[src/rtl/uart_rx_8n1_if.sv]
// Consumer-side bundle of the 8N1 receiver: one-entry valid/ready byte port
// plus the framing-error and overrun event pulses.
interface uart_rx_8n1_if;
  logic [7:0] rx_data;
  logic       rx_valid;
  logic       rx_ready;
  logic       frame_err;
  logic       overrun;

  modport master (
    output rx_data,
    output rx_valid,
    output frame_err,
    output overrun,
    input  rx_ready
  );

  modport slave (
    input  rx_data,
    input  rx_valid,
    input  frame_err,
    input  overrun,
    output rx_ready
  );
endinterface

[src/rtl/uart_rx_8n1.sv]
// 8N1 UART receiver: 2-flop synchroniser, centre-sampling FSM and a one-entry
// valid/ready holding register with framing-error and overrun pulses.
module uart_rx_8n1 #(
  parameter int unsigned CLKS_PER_BIT = 234
) (
  input  logic          CLK,
  input  logic          RST,
  input  logic          rs232_SIN,
  uart_rx_8n1_if.master rx
);

  localparam int unsigned CW       = (CLKS_PER_BIT > 1) ? $clog2(CLKS_PER_BIT) : 1;
  localparam int unsigned HALF     = CLKS_PER_BIT / 2;
  localparam logic [CW-1:0] CNT_LAST = CW'(CLKS_PER_BIT - 1);
  localparam logic [CW-1:0] CNT_HALF = CW'(HALF - 1);

  typedef enum logic [2:0] {
    ST_IDLE,
    ST_START,
    ST_DATA,
    ST_STOP,
    ST_BREAK
  } state_t;

  state_t        state_q, state_d;
  logic [CW-1:0] cnt_q, cnt_d;
  logic [2:0]    bit_q, bit_d;
  logic [7:0]    shift_q, shift_d;
  logic [7:0]    data_q, data_d;
  logic          valid_q, valid_d;
  logic          ferr_q, ferr_d;
  logic          ovr_q, ovr_d;
  logic [1:0]    sync_q;
  logic          s;
  logic          consume;
  logic          deliver;

  assign s = sync_q[1];

  always_ff @(posedge CLK or posedge RST) begin
    if (RST) begin
      sync_q  <= '1;
      state_q <= ST_IDLE;
      cnt_q   <= '0;
      bit_q   <= '0;
      shift_q <= '0;
      data_q  <= '0;
      valid_q <= 1'b0;
      ferr_q  <= 1'b0;
      ovr_q   <= 1'b0;
    end else begin
      sync_q  <= {sync_q[0], rs232_SIN};
      state_q <= state_d;
      cnt_q   <= cnt_d;
      bit_q   <= bit_d;
      shift_q <= shift_d;
      data_q  <= data_d;
      valid_q <= valid_d;
      ferr_q  <= ferr_d;
      ovr_q   <= ovr_d;
    end
  end

  always_comb begin
    state_d = state_q;
    cnt_d   = cnt_q;
    bit_d   = bit_q;
    shift_d = shift_q;
    data_d  = data_q;
    valid_d = valid_q;
    ferr_d  = 1'b0;
    ovr_d   = 1'b0;
    deliver = 1'b0;
    consume = valid_q & rx.rx_ready;

    if (consume) begin
      valid_d = 1'b0;
    end

    case (state_q)
      ST_IDLE: begin
        if (!s) begin
          state_d = ST_START;
          cnt_d   = '0;
        end
      end
      ST_START: begin
        if (cnt_q == CNT_HALF) begin
          cnt_d = '0;
          bit_d = '0;
          state_d = s ? ST_IDLE : ST_DATA;
        end else begin
          cnt_d = cnt_q + CW'(1);
        end
      end
      ST_DATA: begin
        if (cnt_q == CNT_LAST) begin
          shift_d = {s, shift_q[7:1]};
          cnt_d   = '0;
          if (bit_q == 3'd7) begin
            state_d = ST_STOP;
          end else begin
            bit_d = bit_q + 3'd1;
          end
        end else begin
          cnt_d = cnt_q + CW'(1);
        end
      end
      ST_STOP: begin
        if (cnt_q == CNT_LAST) begin
          cnt_d = '0;
          if (s) begin
            deliver = 1'b1;
            state_d = ST_IDLE;
          end else begin
            ferr_d  = 1'b1;
            state_d = ST_BREAK;
          end
        end else begin
          cnt_d = cnt_q + CW'(1);
        end
      end
      ST_BREAK: begin
        if (s) begin
          state_d = ST_IDLE;
        end
      end
      default: begin
        state_d = ST_IDLE;
        cnt_d   = '0;
      end
    endcase

    // A byte consumed on the same edge frees the slot for the arriving one.
    if (deliver) begin
      if (!valid_q || consume) begin
        data_d  = shift_q;
        valid_d = 1'b1;
      end else begin
        ovr_d = 1'b1;
      end
    end
  end

  assign rx.rx_data   = data_q;
  assign rx.rx_valid  = valid_q;
  assign rx.frame_err = ferr_q;
  assign rx.overrun   = ovr_q;

endmodule
[src/flat_wrapper.sv]
// flat-port wrapper written by rule: the top's interface ports become plain ports
module uart_rx_8n1_flat 
#(
  parameter int unsigned CLKS_PER_BIT = 234
)
  (CLK, RST, rs232_SIN, rx_rx_data, rx_rx_valid, rx_frame_err, rx_overrun, rx_rx_ready);
  uart_rx_8n1_if rx_i ();
  input  logic CLK;
  input  logic RST;
  input  logic rs232_SIN;
  output wire logic [$bits(rx_i.rx_data)-1:0] rx_rx_data;
  output wire logic [$bits(rx_i.rx_valid)-1:0] rx_rx_valid;
  output wire logic [$bits(rx_i.frame_err)-1:0] rx_frame_err;
  output wire logic [$bits(rx_i.overrun)-1:0] rx_overrun;
  input wire logic [$bits(rx_i.rx_ready)-1:0] rx_rx_ready;
  assign rx_rx_data = rx_i.rx_data;
  assign rx_rx_valid = rx_i.rx_valid;
  assign rx_frame_err = rx_i.frame_err;
  assign rx_overrun = rx_i.overrun;
  assign rx_i.rx_ready = rx_rx_ready;
  uart_rx_8n1 #(.CLKS_PER_BIT(CLKS_PER_BIT)) u_core (.CLK(CLK), .RST(RST), .rs232_SIN(rs232_SIN), .rx(rx_i));
endmodule
[config.mk]
export PLATFORM = sky130hd
export DESIGN_NAME = uart_rx_8n1_flat
export DESIGN_NICKNAME = d
export VERILOG_FILES = /design/src/rtl/uart_rx_8n1_if.sv /design/src/rtl/uart_rx_8n1.sv /design/src/flat_wrapper.sv
export SDC_FILE = /design/constraint.sdc
export NUM_CORES = 1
export LEC_CHECK = 0
export ABC_CLOCK_PERIOD_IN_PS = 3200
export BUFFER_PORTS_ARGS = -buffer_cell sky130_fd_sc_hd__buf_4
export CORE_MARGIN = 3
export CORE_UTILIZATION = 58
export DETAILED_ROUTE_END_ITERATION = 10
export HOLD_SLACK_MARGIN = 0.02
export PLACE_DENSITY = 0.78
export SETUP_SLACK_MARGIN = 0.5
export SLEW_MARGIN = 10
export SYNTH_ARGS = -nofsm -noshare
export SYNTH_HDL_FRONTEND = slang
export SYNTH_SLANG_ARGS = --single-unit
[constraint.sdc]
create_clock -name CLK -period 3.2 [get_ports CLK]
set_clock_uncertainty 0.1 [all_clocks]
set_input_delay 0.32 -clock CLK [delete_from_list [all_inputs] [get_ports CLK]]
set_output_delay 0.32 -clock CLK [all_outputs]
set_load 0.01 [all_outputs]
# After elaboration in Yosys (flattened, before gate mapping)
# Cells that the tools add are included.
# word_totals
reg_bits,35
input_bits,4
output_inout_bits,11
word_cells,65
# classes
add_sub_neg,2
n_eq_ne,14
n_mux,28
n_bitwise,2
reduce_logical,10
# ops
cell,count
8-bit case mux with 4 select lines,1
3-bit 2-to-1 mux,10
8-bit 2-to-1 mux,3
3-bit case mux with 5 select lines,1
1-bit 2-to-1 mux,11
"2-bit by 1-bit inequality test with 1-bit output, second input constant",5
"8-bit by 1-bit adder with 8-bit output, second input constant",1
"8-bit by 7-bit == test with 1-bit output, second input constant",1
"8-bit == test, second input constant",1
"3-bit by 2-bit == test with 1-bit output, second input constant",2
"3-bit == test, second input constant",2
3-bit case mux with 2 select lines,1
2-bit AND reduction,3
6-bit AND reduction,1
"2-bit inequality test, second input constant",2
4-bit AND reduction,1
"3-bit by 1-bit adder with 3-bit output, second input constant",1
"3-bit by 1-bit == test with 1-bit output, second input constant",1
3-bit logical NOT,1
2-bit 2-to-1 mux,1
2-bit nonzero test,1
2-bit OR reduction,1
1-bit bitwise AND,1
1-bit logical NOT,1
2 further kinds,2

# Depth between registers and ports, before layout
# depth
ltp_word,4
depth_mapped,8
mapped_depth_nobuf,6

# Worst setup path after synthesis
# Ideal clock, no wire load.
# synth_path
path_type,register to register
start,register u_core.cnt_q[1]
end,register u_core.data_q[0] (netlist: u_core.rx.rx_data[0])
setup_time_ns,0.125
arrival_ns,2.043
slack_ns,0.932
stages_incl_launch_ff,9
path_buffers,2
cell_sequence,dfrtp_1 > inv_1 > ha_1 > nand3b_1 > or2_1 > buf_6 > or4b_4 > buf_6 > mux2_4
# synth_via
elab_chain_len,4
# synth_rtl
element,line,source
"start, declared",uart_rx_8n1.sv:26,"logic [CW-1:0] cnt_q, cnt_d;"
"start signal, assigned",uart_rx_8n1.sv:54,cnt_q <= cnt_d;
8-bit == test,uart_rx_8n1.sv:110,if (cnt_q == CNT_LAST) begin
1-bit 2-to-1 mux,uart_rx_8n1.sv:110,
1-bit 2-to-1 mux,uart_rx_8n1.sv:80,case (state_q)
2-bit AND reduction (no line),-,
"end signal, assigned",uart_rx_8n1.sv:57,data_q <= data_d;
"end, declared",uart_rx_8n1.sv:29,"logic [7:0] data_q, data_d;"
# Every way passes these cells.
# A chain may end at the register's enable or synchronous reset.

# Worst setup path in the final report
# layout_path
start,register u_core.cnt_q[1]
end,register u_core.data_q[4] (netlist: u_core.rx.rx_data[4])
# Same word-level chain as after synthesis.

==> flow_summary.toml <==
[placement]
io_buffers = 14
gp_congestion = 0.842
dp_hpwl_um = 2110
post-place-ws_ps = 858

[power]
p_comb_frac = 0.021
p_switching_w = 0.000157
internal_power_w = 0.000578
pwr-share-seq = 0.606
vdd_drop_max_mv = 0.316
leakage_nw = 0.980
p_clk_frac = 0.373
power_density_nw_per_um2 = 385
sw_frac_of_total = 0.213

[cells_and_area]
ff_latch_area_um2 = 878
area_growth_pct = 12.8
final_common_cell = "dfrtp_1"
antennaDiodeCount = 0
layout_common_cells = "33 x dfrtp_1, 17 x nand2_1, 16 x buf_4, 9 x mux2_2, 8 x mux2_4"
final_nets = 172
layout-drive-gt1-share = 0.305
n_fill_cell = 193
multi_input_area_um2 = 764

[timing]
fin_tns_setup_ps = 0
fmax_ghz = 0.422
fin_ws_ps = 833
slew_viol_final = 0
relSlewSlack = 0.719
finalSetupViolCount = 0
rsz0062_at_grt = "false"
final_hold_viol_count = 0
period_share = 0.740
fin_crit_ps = 2370
worstMarginPinSlew_ps = 422

[yosys]
yosys_register_bits = 35
syn_inst = 143
async_reset_ff_frac = 1.00
synth-main-ff-cell = "dfrtp_1"
synth-edff-count = 0
ys_types = 40
ys_seq_area_frac = 0.519
synth_nets = 152
syn_area_per_cell_um2 = 11.8
syn_area_um2 = 1690
yosysWarnings = 0

[die]
die_h_um = 60.0
coreArea_um2 = 2610
start_util = 0.648
die-area_um2 = 3600
die-width_um = 60.0
rows = 18
io_pins = 15

[setup_path]
cp_max_fo = 8
path_class = "reg -> reg"
critical_path.endpoint_type = "register"
critPathRequiredTime_ps = 3330
crit_arrival_ps = 2500
cp-start-kind = "register"

[cts]
clkLatencyLatePin_ps = 340
cts.clk_slew.worst_paths_ps = 110
clockBufferDepth = 2
clock_sinks = 35
cts_tree = "built"
cts_buffers = 5
root_buffer = "clkbuf_4"
h-tree-depth = 2

[drt]
ant_nets = 0
viasPerCell = 5.88
dr.pass1.iters = 4
drc = 0
wl_per_cell_um = 15.2
vias = 1140
drtIter0Drc = 25
routed_wl_um = 2950

[global_route]
track_usage = 0.190
grt_pass1_wl_um = 4960
grt_max_degree = 36
grt_pass1_vias = 1091
overflow = 0
grt_antenna_before_repair = 0

[flow_run]
cap_violations = 0

[run_status]
outcome = "finished clean"

[min_path]
hp-class = "in -> reg"
power groups by stage:
stage / clock network, W / logic (W) / registers [W]
after floorplan: 0 / 0.00000810 / 0.000454
after global placement: 0 / 0.0000136 / 0.000454
after detailed placement: 0 / 0.0000140 / 0.000454
after CTS: 0.000282 / 0.0000161 / 0.000446
after global routing: 0.000302 / 0.0000177 / 0.000446
final: 0.000274 / 0.0000154 / 0.000446
critical path, cell delays in order, from the launching register on:
cell,delay (ps)
dfrtp_1,430
inv_1,100
ha_1,140
nand3b_1,120
or2_1,350
or4b_4,680
mux2_4,340
synthesized netlist by cell type, types with 4 or more instances:
cell,n,area [µm²]
dfrtp_1,33,826
nand2_1,17,63.8
mux2_2,9,101
mux2_4,8,120
o21ai_0,7,35.0
ha_1,5,62.6
inv_1,4,15.0
nand2b_1,4,25.0
nor2_1,4,15.0
nor2b_1,4,25.0
routing by layer:
layer	track usage	up-vias	wire length, µm
met5	0	-	0
met4	0.0949	0	38
met3	0.0518	5	134
met1	0.255	555	1390
li1	-	553	-
met2	0.282	27	1390
cells by family (layout without fill, tap and decap cells):
kind of cell,Yosys count,after routing,share of synthesized area
buffers and inverters,9,30,0.0288
muxes,17,17,0.131
AOI/OAI and AO/OA,28,28,0.115
and+or+nand+nor,49,49,0.169
DFF,35,35,0.519
adders and majority gates,5,5,0.0370
stage by stage:
stage | utilization | std cells | total power (W) | hold slack (ps) | instance area [µm²]
4_1_cts | 0.730 | 194 | 0.000744 | 188 | 1910
3_5_place_dp | 0.695 | 184 | 0.000468 | 247 | 1820
3_3_place_gp | 0.695 | 184 | 0.000468 | 247 | 1820
2_1_floorplan | - | 143 | 0.000462 | 224 | 1690
6_report | 0.730 | 194 | 0.000735 | 190 | 1910
5_1_grt | 0.730 | 194 | 0.000766 | 194 | 1910
cell type report:
cell class | count | area share
flip-flops and latches | 35 | 0.460
multi-input cells | 99 | 0.401
repair buffers | 18 | 0.0734
clock buffers | 7 | 0.0341
well taps | 30 | 0.0197
inverters | 4 | 0.00787
clock inverters | 1 | 0.00393
sequential cells by signal, indices dropped and copies added, names as in the netlist:
register             count
u_core.cnt_q             8
u_core.sync_q            2
u_core.rx.overrun        1
u_core.state_q           3
u_core.bit_q             3
u_core.rx.frame_err      1
u_core.rx.rx_data        8
u_core.shift_q           8
u_core.rx.rx_valid       1
path summary, 6_finish.rpt:
check | startpoint | slack [ps] | to | cells past startpoint
min in group asynchronous | RST | 530 | u_core.rx.rx_valid | 4
worst max register to register | u_core.cnt_q[1] | 830 | u_core.rx.rx_data[4] | 6
max in group asynchronous | RST | 2130 | u_core.sync_q[1] | 4
worst min register to register | u_core.sync_q[0] | 260 | u_core.sync_q[1] | 0
worst min-delay path | rx_rx_ready | 190 | u_core.rx.rx_valid | 3
worst max-delay path | u_core.cnt_q[1] | 830 | u_core.rx.rx_data[4] | 6
timing repair:
action                    CTS  global route
setup buffers               0             0
gates resized for setup     0             0
hold buffers                2             0
hold endpoints to repair   34             0
Power figures use the tool's default switching activity.
